===== config.mk =====
export PLATFORM = sky130hd
export DESIGN_NAME = stim_lfsr_gen
export DESIGN_NICKNAME = d
export VERILOG_FILES = /design/src/rtl/stim_pkg.sv /design/src/rtl/stim_lfsr_gen_lfsr_core.sv /design/src/rtl/stim_lfsr_gen.sv
export SDC_FILE = /design/constraint.sdc
export NUM_CORES = 1
export LEC_CHECK = 0
export CORE_ASPECT_RATIO = 1.1
export CORE_MARGIN = 1
export CORE_UTILIZATION = 48
export DETAILED_ROUTE_END_ITERATION = 8
export GPL_ROUTABILITY_DRIVEN = 0
export PLACE_DENSITY = 0.8
export SLEW_MARGIN = 20
export SYNTH_ARGS = -nofsm -noshare
export SYNTH_HDL_FRONTEND = slang
export SYNTH_SLANG_ARGS = --single-unit

===== constraint.sdc =====
create_clock -name clk -period 3.05 [get_ports clk]
set_input_delay 0.61 -clock clk [delete_from_list [all_inputs] [get_ports clk]]
set_output_delay 0.61 -clock clk [all_outputs]
set_load 0.05 [all_outputs]

===== src/rtl/stim_pkg.sv =====
// Shared types, default constants and the Galois LFSR step function
// for the stimulus vector generator.
package stim_pkg;

    typedef enum logic [1:0] {
        ST_IDLE = 2'd0,
        ST_RUN  = 2'd1,
        ST_DONE = 2'd2
    } state_t;

    localparam int          LFSR_MAX_W   = 64;
    localparam logic [31:0] DEFAULT_TAPS = 32'h8020_0003;
    localparam logic [31:0] DEFAULT_SEED = 32'hACE1_2468;

    // Operates on a zero-extended value so any WIDTH up to LFSR_MAX_W can share it;
    // the low WIDTH bits of the result are the stepped register.
    function automatic logic [LFSR_MAX_W-1:0] lfsr_next(
        input logic [LFSR_MAX_W-1:0] lfsr,
        input logic [LFSR_MAX_W-1:0] taps
    );
        return lfsr[0] ? ((lfsr >> 1) ^ taps) : (lfsr >> 1);
    endfunction

endpackage


===== src/rtl/stim_lfsr_gen_lfsr_core.sv =====
// Galois LFSR register with load / advance / hold control.
// An all-zero load value would lock the LFSR, so it is replaced by DEFAULT_SEED.
module lfsr_core
    import stim_pkg::*;
#(
    parameter int               WIDTH        = 32,
    parameter logic [WIDTH-1:0] TAPS         = stim_pkg::DEFAULT_TAPS,
    parameter logic [WIDTH-1:0] DEFAULT_SEED = stim_pkg::DEFAULT_SEED
) (
    input  logic             clk,
    input  logic             rst_n,
    input  logic             load,
    input  logic [WIDTH-1:0] load_value,
    input  logic             advance,
    output logic [WIDTH-1:0] value
);

    logic [WIDTH-1:0]      lfsr_reg;
    logic [WIDTH-1:0]      lfsr_step;
    logic [LFSR_MAX_W-1:0] step_wide;

    assign step_wide = lfsr_next(LFSR_MAX_W'(lfsr_reg), LFSR_MAX_W'(TAPS));
    assign lfsr_step = step_wide[WIDTH-1:0];

    generate
        if (WIDTH < LFSR_MAX_W) begin : g_pad
            logic unused_step_hi;
            assign unused_step_hi = &{1'b0, step_wide[LFSR_MAX_W-1:WIDTH]};
        end
    endgenerate

    always_ff @(posedge clk or negedge rst_n) begin
        if (!rst_n) begin
            lfsr_reg <= DEFAULT_SEED;
        end else if (load) begin
            lfsr_reg <= (load_value == '0) ? DEFAULT_SEED : load_value;
        end else if (advance) begin
            lfsr_reg <= lfsr_step;
        end
    end

    assign value = lfsr_reg;

endmodule


===== src/rtl/stim_lfsr_gen.sv =====
// Stimulus source: streams LFSR vectors over a valid/ready handshake with a
// loadable seed and a programmable run length (0 = unbounded).
module stim_lfsr_gen
    import stim_pkg::*;
#(
    parameter int                 WIDTH        = 32,
    parameter logic [WIDTH-1:0]   TAPS         = stim_pkg::DEFAULT_TAPS,
    parameter logic [WIDTH-1:0]   DEFAULT_SEED = stim_pkg::DEFAULT_SEED,
    parameter int                 COUNT_W      = 16
) (
    input  logic               clk,
    input  logic               rst_n,
    input  logic               seed_load,
    input  logic [WIDTH-1:0]   seed,
    input  logic               start,
    input  logic [COUNT_W-1:0] num_vectors,
    input  logic               out_ready,
    output logic               out_valid,
    output logic [WIDTH-1:0]   out_data,
    output logic [COUNT_W-1:0] vec_idx,
    output logic               busy,
    output logic               done
);

    state_t             state_reg, state_next;
    logic [COUNT_W-1:0] len_reg, len_next;
    logic [COUNT_W-1:0] idx_reg, idx_next;
    logic               lfsr_load;
    logic               lfsr_advance;
    logic               xfer;

    lfsr_core #(
        .WIDTH        (WIDTH),
        .TAPS         (TAPS),
        .DEFAULT_SEED (DEFAULT_SEED)
    ) u_lfsr (
        .clk        (clk),
        .rst_n      (rst_n),
        .load       (lfsr_load),
        .load_value (seed),
        .advance    (lfsr_advance),
        .value      (out_data)
    );

    always_ff @(posedge clk or negedge rst_n) begin
        if (!rst_n) begin
            state_reg <= ST_IDLE;
            len_reg   <= '0;
            idx_reg   <= '0;
        end else begin
            state_reg <= state_next;
            len_reg   <= len_next;
            idx_reg   <= idx_next;
        end
    end

    // Outputs come from the state register only, so out_valid never
    // follows out_ready combinationally.
    assign out_valid = (state_reg == ST_RUN);
    assign busy      = (state_reg == ST_RUN);
    assign done      = (state_reg == ST_DONE);
    assign vec_idx   = idx_reg;
    assign xfer      = out_valid & out_ready;

    always_comb begin
        state_next   = state_reg;
        len_next     = len_reg;
        idx_next     = idx_reg;
        lfsr_load    = 1'b0;
        lfsr_advance = 1'b0;
        case (state_reg)
            ST_IDLE, ST_DONE: begin
                lfsr_load = seed_load;
                if (start) begin
                    state_next = ST_RUN;
                    len_next   = num_vectors;
                    idx_next   = '0;
                end
            end
            ST_RUN: begin
                lfsr_advance = xfer;
                if (xfer) begin
                    idx_next = idx_reg + COUNT_W'(1);
                    // Length 0 means unbounded: the index simply wraps.
                    if ((len_reg != '0) && (idx_reg == len_reg - COUNT_W'(1))) begin
                        state_next = ST_DONE;
                    end
                end
            end
            default: begin
                state_next = ST_IDLE;
            end
        endcase
    end

endmodule


After elaboration in Yosys (flattened, before gate mapping) --
Cells that the tools add are included.
Cells by class: add/sub/neg operators 2, multipliers 0, div/mod/pow operators 0, order comparisons 0, eq/ne operators 6, shift operators 0, multiplexer cells 13, bitwise gates (word level) 2, reduce and logical (&&, ||, !) cells 10
Operators by type and width (number):
- $mux W32 | 4
- $logic_not A32 Y1 | 1
- $mux W16 | 2
- $pmux W16 S2 | 1
- $add A16 B1 Y16 const B | 1
- $eq A16 B16 Y1 | 1
- $reduce_bool A16 Y1 | 1
- $sub A16 B1 Y16 const B | 1
- $mux W2 | 3
- $reduce_and A3 Y1 | 2
- $ne A2 B1 Y1 const B | 2
- $not A3 Y4 | 1
- $pmux W2 S2 | 1
- $reduce_bool A2 Y1 | 2
- $eq A2 B1 Y1 const B | 1
- $eq A2 B2 Y1 const B | 1
- $logic_not A2 Y1 | 1
- $mux W1 | 2
- $ne A2 B2 Y1 const B | 1
- $reduce_and A2 Y1 | 1
- $reduce_or A2 Y1 | 1
- $and A1 B1 Y1 | 1
- $logic_and A1 B1 Y1 | 1
Word-level totals: flip-flop bits (word level) 66, bits in latches 0, RAM bits 0, memory bits (read-only) 0, bits of input ports 53, output and inout port bits 51, logic and storage cells 37, memories kept 0

Logic depth before layout (Yosys ltp) --
Gate-level depths: netlist (run 1).
word-level depth 6, depth in mapped cells 10

By module --
Synthesis (run 1) repeated with hierarchy kept, for this count alone.
Second synthesis, totals: cell total of the unflattened synthesis 406, area, all modules 3663.5 sq um
Modules (own cells, without submodules):
- stim_lfsr_gen | times used 1, cells an instance 236, area each 2018.2 sq um, sequential area each 850.8 sq um
- lfsr_core | times used 1, cells an instance 170, area each 1645.3 sq um, sequential area each 817.0 sq um

Worst setup path after synthesis (run 1) --
No wires, ideal clock.
kind reg-to-reg, from register len_reg[1], to register state_reg[0], arrival time 2.514 ns, setup slack 0.401 ns, cell stages (with the launch flop) 11, buffers on the path 1, cells stage by stage dfrtp_1 -> inv_1 -> ha_1 -> or3b_1 -> clkbuf_1 -> o31a_1 -> or3_1 -> a21o_1 -> a221o_1 -> nor3_2 -> a31oi_1
On the way: word-level cells in the longest chain between the ends 5
RTL lines:
- start, declared | line stim_lfsr_gen.sv:26 | logic [COUNT_W-1:0] len_reg, len_next;
- start signal, assigned | line stim_lfsr_gen.sv:52 | len_reg <= len_next;
- $sub A16 B1 Y16 | line stim_lfsr_gen.sv:85 | if ((len_reg != '0) && (idx_reg == len_reg - COUNT_W'(1))) begin
- $eq A16 B16 Y1 | line stim_lfsr_gen.sv:85
- $logic_and A1 B1 Y1 * | line stim_lfsr_gen.sv:85
- $ne A2 B1 Y1 (no source line) *
- $reduce_and A3 Y1 (no source line) *
- end signal, assigned | line stim_lfsr_gen.sv:51 | state_reg <= state_next;
- end, declared | line stim_lfsr_gen.sv:25 | state_t state_reg, state_next;
Mark *: on every way between the ends. The rest lies on a longest branch, timed or not. A chain may end at the register's enable or synchronous reset.

Worst setup path after layout (run 1) --
Ends and elaborated chain as after synthesis.

==> flow_summary_export.csv, run 1 <==
group,metric,value,unit
run_status,status,"complete, no violations",
setup_path,r2r_setup_slack,130,ps
global_routing,overflow,0,
setup_path,cp-endpoint,"state_reg[0]$_DFFE_PN0P_",
floorplanning,core-area,7170,um2
sta,grt_setup_unrepaired,"no",
cells_and_area,antennaDiodeCount,0,
sta,tightest_slew,1040,ps
sta,min_period,2920,ps
clocking,cts_setup_buffers,0,
floorplanning,dieWidth,85.1,um
cells_and_area,design_area,4950,um2
setup_path,worstPathRequired,3250,ps
setup_path,cp_data_arrival_time,3120,ps
drt,routed_via_density,5.75,
floorplanning,fp-row-count,32,
clocking,cts_inserted_buffers,9,
yosys,synth_edf_count,0,
clocking,cts_tree,"built",
clocking,holdBufCountCts,0,
cells_and_area,fill_cells,585,
setup_path,r2r-start,"len_reg[1]$_DFFE_PN0P_",
yosys,ys_async_sr_fraction,100,%
placed_design,placed_area,4750,um2
setup_path,crit_fanout,6,
setup_path,rr_endpoint,"state_reg[0]$_DFFE_PN0P_",
clocking,cts_buffer_depth,2,
cells_and_area,postLayoutCoreUtil,69.1,%
clocking,cts_resized,0,
clocking,htreeDepth,3,
sta,max_slew_margin,30.3,%
drt,drt_iter0_markers,313,
yosys,ys_warn_count,0,
floorplanning,die_h,93.4,um
cells_and_area,syn_to_final_growth,36.0,%
yosys,syn_avg_cell_area,8.19,um2
placed_design,dp.final_hpwl,7.38,mm
sta,fin_crit_sh,95.8,%
drt,wl_per_cell,16.1,um
sta,final-setup-viol-count,0,
clocking,cts_sinks,66,
placed_design,io_buffers,103,
floorplanning,num_io_pins,104,
setup_path,cp-start-kind,"flip-flop",
sta,setup_tns,0,ps
yosys,synthCells,445,
clocking,path_clk_slew,70,ps
cells_and_area,largest_reg_flops,32,
yosys,ys_types,44,
yosys,syn_area,3640,um2
sta,clock.fmax,342,MHz
global_routing,track_usage,27.2,%
sta,fin_skew,10.0,ps
setup_path,path_class,"reg -> reg",
drt,ant_nets,0,
global_routing,grt_pass1_wl,17.0,mm
clocking,cts_root_buf,"clkbuf_8",
yosys,yosysSeqAreaShare,45.8,%
setup_path,rr_worst_depth,9,
cells_and_area,nets,596,
setup_path,critPathCaptureType,"flip-flop",
sta,finalHoldViolCount,0,
global_routing,grt_max_degree,37,
drt,drt-pass1-iter-count,5,
setup_path,critPathLaunch,"len_reg[1]$_DFFE_PN0P_",
yosys,synth_nets,500,
global_routing,grt_pass1_vias,3548,
yosys,synthFlopType,"dfrtp_1",
power_and_ir_drop,ir_worst_vdd,0.699,mV
cells_and_area,final_common_cell,"nand2_1",
power_and_ir_drop,p_leak,2.06,nW
floorplanning,floorplan.die_area,7940,um2
power_and_ir_drop,power_density,1100,nW/um2
global_routing,antenna_found_initial,0,
job,max_cap_violations,0,
floorplanning,start_util,50.8,%
cells_and_area,layout_common_cells,"105 x nand2_1, 102 x clkdlybuf4s50_1, 57 x nor2_1",
sta,slew_violations,0,
drt,vias,3630,
drt,drc,0,
clocking,worst_skew_pair.late_latency,330,ps
yosys,ys_ff_latch,66,
cells_and_area,drive_gt1_share,7.69,%
drt,totalWireLength,10.2,mm
min_path,hold_path_class,"in -> async",
sta,whs,365,ps
==> Yosys cell counts, drive strengths merged (3+ instances only) <==
cell	count	area (um2)
nand2	105	394
nor2	58	218
dfrtp	53	1330
o21ai	28	140
clkbuf	25	95.1
a21oi	21	105
a31oi	20	125
xor2	16	140
nor4	15	93.8
dfstp	13	342
xnor2	13	114
nand4	10	62.6
nand3	9	45.0
nand2b	7	43.8
inv	4	15.0
mux2i	4	40.0
nor2b	4	25.0
a21o	3	22.5
and3	3	18.8
buf	3	23.8
nand3b	3	22.5
nor3	3	20.0
or4	3	26.3
==> layout make-up <==
type                            count  area, um2  area share (%)
Clock buffer                       14        173            3.48
Timing Repair Buffer              113       1110            22.5
Inverter                            4       15.0           0.303
Multi-Input combinational cell    347       1840            37.2
Tap cell                           85        106            2.15
Clock inverter                      2       35.0           0.707
Sequential cell                    66       1670            33.7
==> critical path: stages, from the launching register on <==
cell     delay, ps
dfrtp_1        420
inv_1          100
ha_1           250
or3b_1         480
o31a_1         280
or3_1          340
a21o_1         180
a221o_1        350
nor3_2         240
a31oi_1        140
==> cell families after synthesis <==
kind of cell / Yosys count / share of synthesized area [%]
fa+ha+maj: 2 / 0.687
mux: 5 / 1.41
compound gates: 80 / 12.6
buf+inv: 32 / 3.67
simple gates: 231 / 28.8
xor+xnor: 29 / 6.97
flops: 66 / 45.8
==> report_power, final <==
| group | switching (mW) | total [mW] | internal, mW | leakage (nW) |
|---|---|---|---|---|
| clock network | 0.319 | 0.763 | 0.445 | 0.107 |
| logic | 1.85 | 2.92 | 1.07 | 1.16 |
| registers | 0.458 | 1.75 | 1.29 | 0.794 |
==> metrics by stage <==
stage	cells	setup slack (ps)	power [mW]
6_report	631	130	5.43
5_1_grt	631	14.8	5.77
4_1_cts	631	136	5.44
3_5_place_dp	615	169	4.65
3_3_place_gp	615	303	4.57
2_1_floorplan	445	401	3.70
==> metal layers <==
metal / vias to the layer above / track usage [%] / wire length, um / share of wire, %
li1: 1716 / - / - / -
met4: 0 / 11.3 / 232 / 2.3
met3: 29 / 5.03 / 854 / 8.4
met1: 1710 / 34.8 / 4200 / 41
met5: - / 0 / 0 / 0
met2: 175 / 45.2 / 4870 / 48
==> worst min path at each step <==
stage                                            start                           end  cells past startpoint
after floorplan                                  rst_n        len_reg[0]$_DFFE_PN0P_                      0
after global placement    u_lfsr.value[21]$_DFFE_PN1P_  u_lfsr.value[21]$_DFFE_PN1P_                      2
after detailed placement  u_lfsr.value[21]$_DFFE_PN1P_  u_lfsr.value[21]$_DFFE_PN1P_                      2
after CTS                                        rst_n        len_reg[3]$_DFFE_PN0P_                      1
after global routing                             rst_n        len_reg[3]$_DFFE_PN0P_                      1
final                                            rst_n        len_reg[3]$_DFFE_PN0P_                      1
Note: power is estimated with default switching activity, not from simulation.
==> inputs of run 2 (changes only) <==
CORE_MARGIN = 4   (was 1)
CTS_CLUSTER_DIAMETER = 80   (was default)
PLACE_DENSITY = default   (was 0.8)
PLACE_DENSITY_LB_ADDON = 0.1   (was default)
==> flow_summary_export.csv, run 2 (synthesis gave the netlist of run 1 again) <==
group,metric,value,unit
min_path,hold_path_class,"in -> async",
setup_path,crit_path_max_incr_delay,470,ps
drt,drt_iter0_markers,169,
clocking,cts_tree,"built",
global_routing,track_usage,24.0,%
drt,wl_per_cell,16.7,um
sta,fin_crit_sh,92.1,%
placed_design,dp.final_hpwl,7.74,mm
setup_path,cp-start-kind,"flip-flop",
drt,vias,3649,
sta,final-setup-viol-count,0,
setup_path,cpMaxStageDelayCell,"or3b_1",
sta,setup_slack,242,ps
global_routing,grt_max_degree,37,
global_routing,overflow,0,
clocking,path_clk_slew,70,ps
floorplanning,num_io_pins,104,
drt,routed_via_density,5.76,
sta,min_period,2810,ps
cells_and_area,nets,597,
sta,fin_skew,3.59,ps
clocking,cts_resized,0,
clocking,cts_setup_buffers,0,
cells_and_area,antennaDiodeCount,0,
clocking,cts_sinks,66,
setup_path,r2r_setup_slack,240,ps
setup_path,cp_num_buf_inv,1,
floorplanning,core-area,7430,um2
setup_path,crit_family,"simple AND/OR/NAND/NOR gates",
job,max_cap_violations,0,
power_and_ir_drop,power_density,1130,nW/um2
setup_path,critPathLaunch,"len_reg[0]$_DFFE_PN0P_",
global_routing,antenna_found_initial,0,
drt,totalWireLength,10.6,mm
power_and_ir_drop,p_leak,2.10,nW
setup_path,worstPathRequired,3270,ps
sta,tightest_slew,1070,ps
drt,ant_nets,0,
global_routing,grt_pass1_vias,3599,
setup_path,crit_path_cell_trace,"inv_1, ha_1, or3b_1, o31a_1, or3_1, a21o_1, a221o_1, nor3_2, a31oi_1",
placed_design,pre_cts_slack,308,ps
cells_and_area,postLayoutCoreUtil,67.6,%
sta,grt_setup_unrepaired,"no",
global_routing,grt_pass1_wl,17.6,mm
clocking,cts_inserted_buffers,9,
run_status,status,"complete, no violations",
setup_path,crit_fanout,6,
sta,finalHoldViolCount,0,
cells_and_area,layout_common_cells,"105 x nand2_1, 102 x clkdlybuf4s50_1, 57 x nor2_1",
clocking,cts_root_buf,"clkbuf_8",
sta,clock.fmax,356,MHz
cells_and_area,fill_cells,634,
sta,whs,341,ps
clocking,worst_skew_pair.late_latency,340,ps
drt,drc,0,
floorplanning,floorplan.die_area,9050,um2
sta,setup_tns,0,ps
cells_and_area,drive_gt1_share,8.04,%
sta,slew_violations,0,
power_and_ir_drop,total_power,5.66,mW
cells_and_area,largest_reg_flops,32,
setup_path,r2r-start,"len_reg[0]$_DFFE_PN0P_",
setup_path,cp_data_arrival_time,3030,ps
clocking,htreeDepth,3,
floorplanning,fp-row-count,33,
setup_path,critPathCaptureType,"flip-flop",
floorplanning,start_util,49.0,%
cells_and_area,final_common_cell,"nand2_1",
clocking,cts_buffer_depth,2,
drt,drt-pass1-iter-count,4,
clocking,holdBufCountCts,0,
sta,max_slew_margin,28.3,%
power_and_ir_drop,ir_worst_vdd,0.678,mV
cells_and_area,syn_to_final_growth,37.9,%
floorplanning,dieWidth,91.1,um
setup_path,path_class,"reg -> reg",
floorplanning,die_h,99.4,um
placed_design,io_buffers,103,
run 2: changes by cell type in the layout (fill, tap and decap cells not counted):
cell	change
clkbuf_8	-2
clkbuf_1	-1
buf_4	+1
bufinv_16	+3
run 2: per-layer routing:
metal,part of all wire (%),wire length (um),global-route usage [%],up-vias
met5,0,0,0,-
met4,1.6,168,8.93,0
met3,7.2,769,5.67,20
met2,51,5390,40.8,147
met1,40,4280,29.9,1760
li1,-,-,-,1722
run 2: worst paths after layout:
path | end | cells past startpoint
min reg2reg | u_lfsr.value[21]$_DFFE_PN1P_ | 2
min in group clk | u_lfsr.value[21]$_DFFE_PN1P_ | 2
max | state_reg[0]$_DFFE_PN0P_ | 9
max reg2reg | state_reg[0]$_DFFE_PN0P_ | 9
min | len_reg[3]$_DFFE_PN0P_ | 1
max in group asynchronous | u_lfsr.value[21]$_DFFE_PN1P_ | 2
run 2: report_power, final:
part | internal [mW] | switching (mW) | leakage [nW] | total (mW)
registers | 1.29 | 0.461 | 0.794 | 1.75
clock network | 0.647 | 0.339 | 0.134 | 0.987
logic | 1.07 | 1.85 | 1.17 | 2.92
total | 3.01 | 2.65 | 2.10 | 5.66
run 2: cell type report:
cell class              instances  area (um2)  share of cell area [%]
clock inverters                 5         125                    2.49
inverters                       4        15.0                   0.299
clock buffers                  11         141                    2.81
multi-input cells             347        1840                    36.7
flip-flops and latches         66        1670                    33.2
repair buffers                114        1120                    22.3
well taps                      87         109                    2.17
run 2: through the flow:
step	cell area, um2	cells
floorplan	3640	445
global placement	4760	618
detailed placement	4760	618
CTS	5020	634
global route	5020	634
finish	5020	634
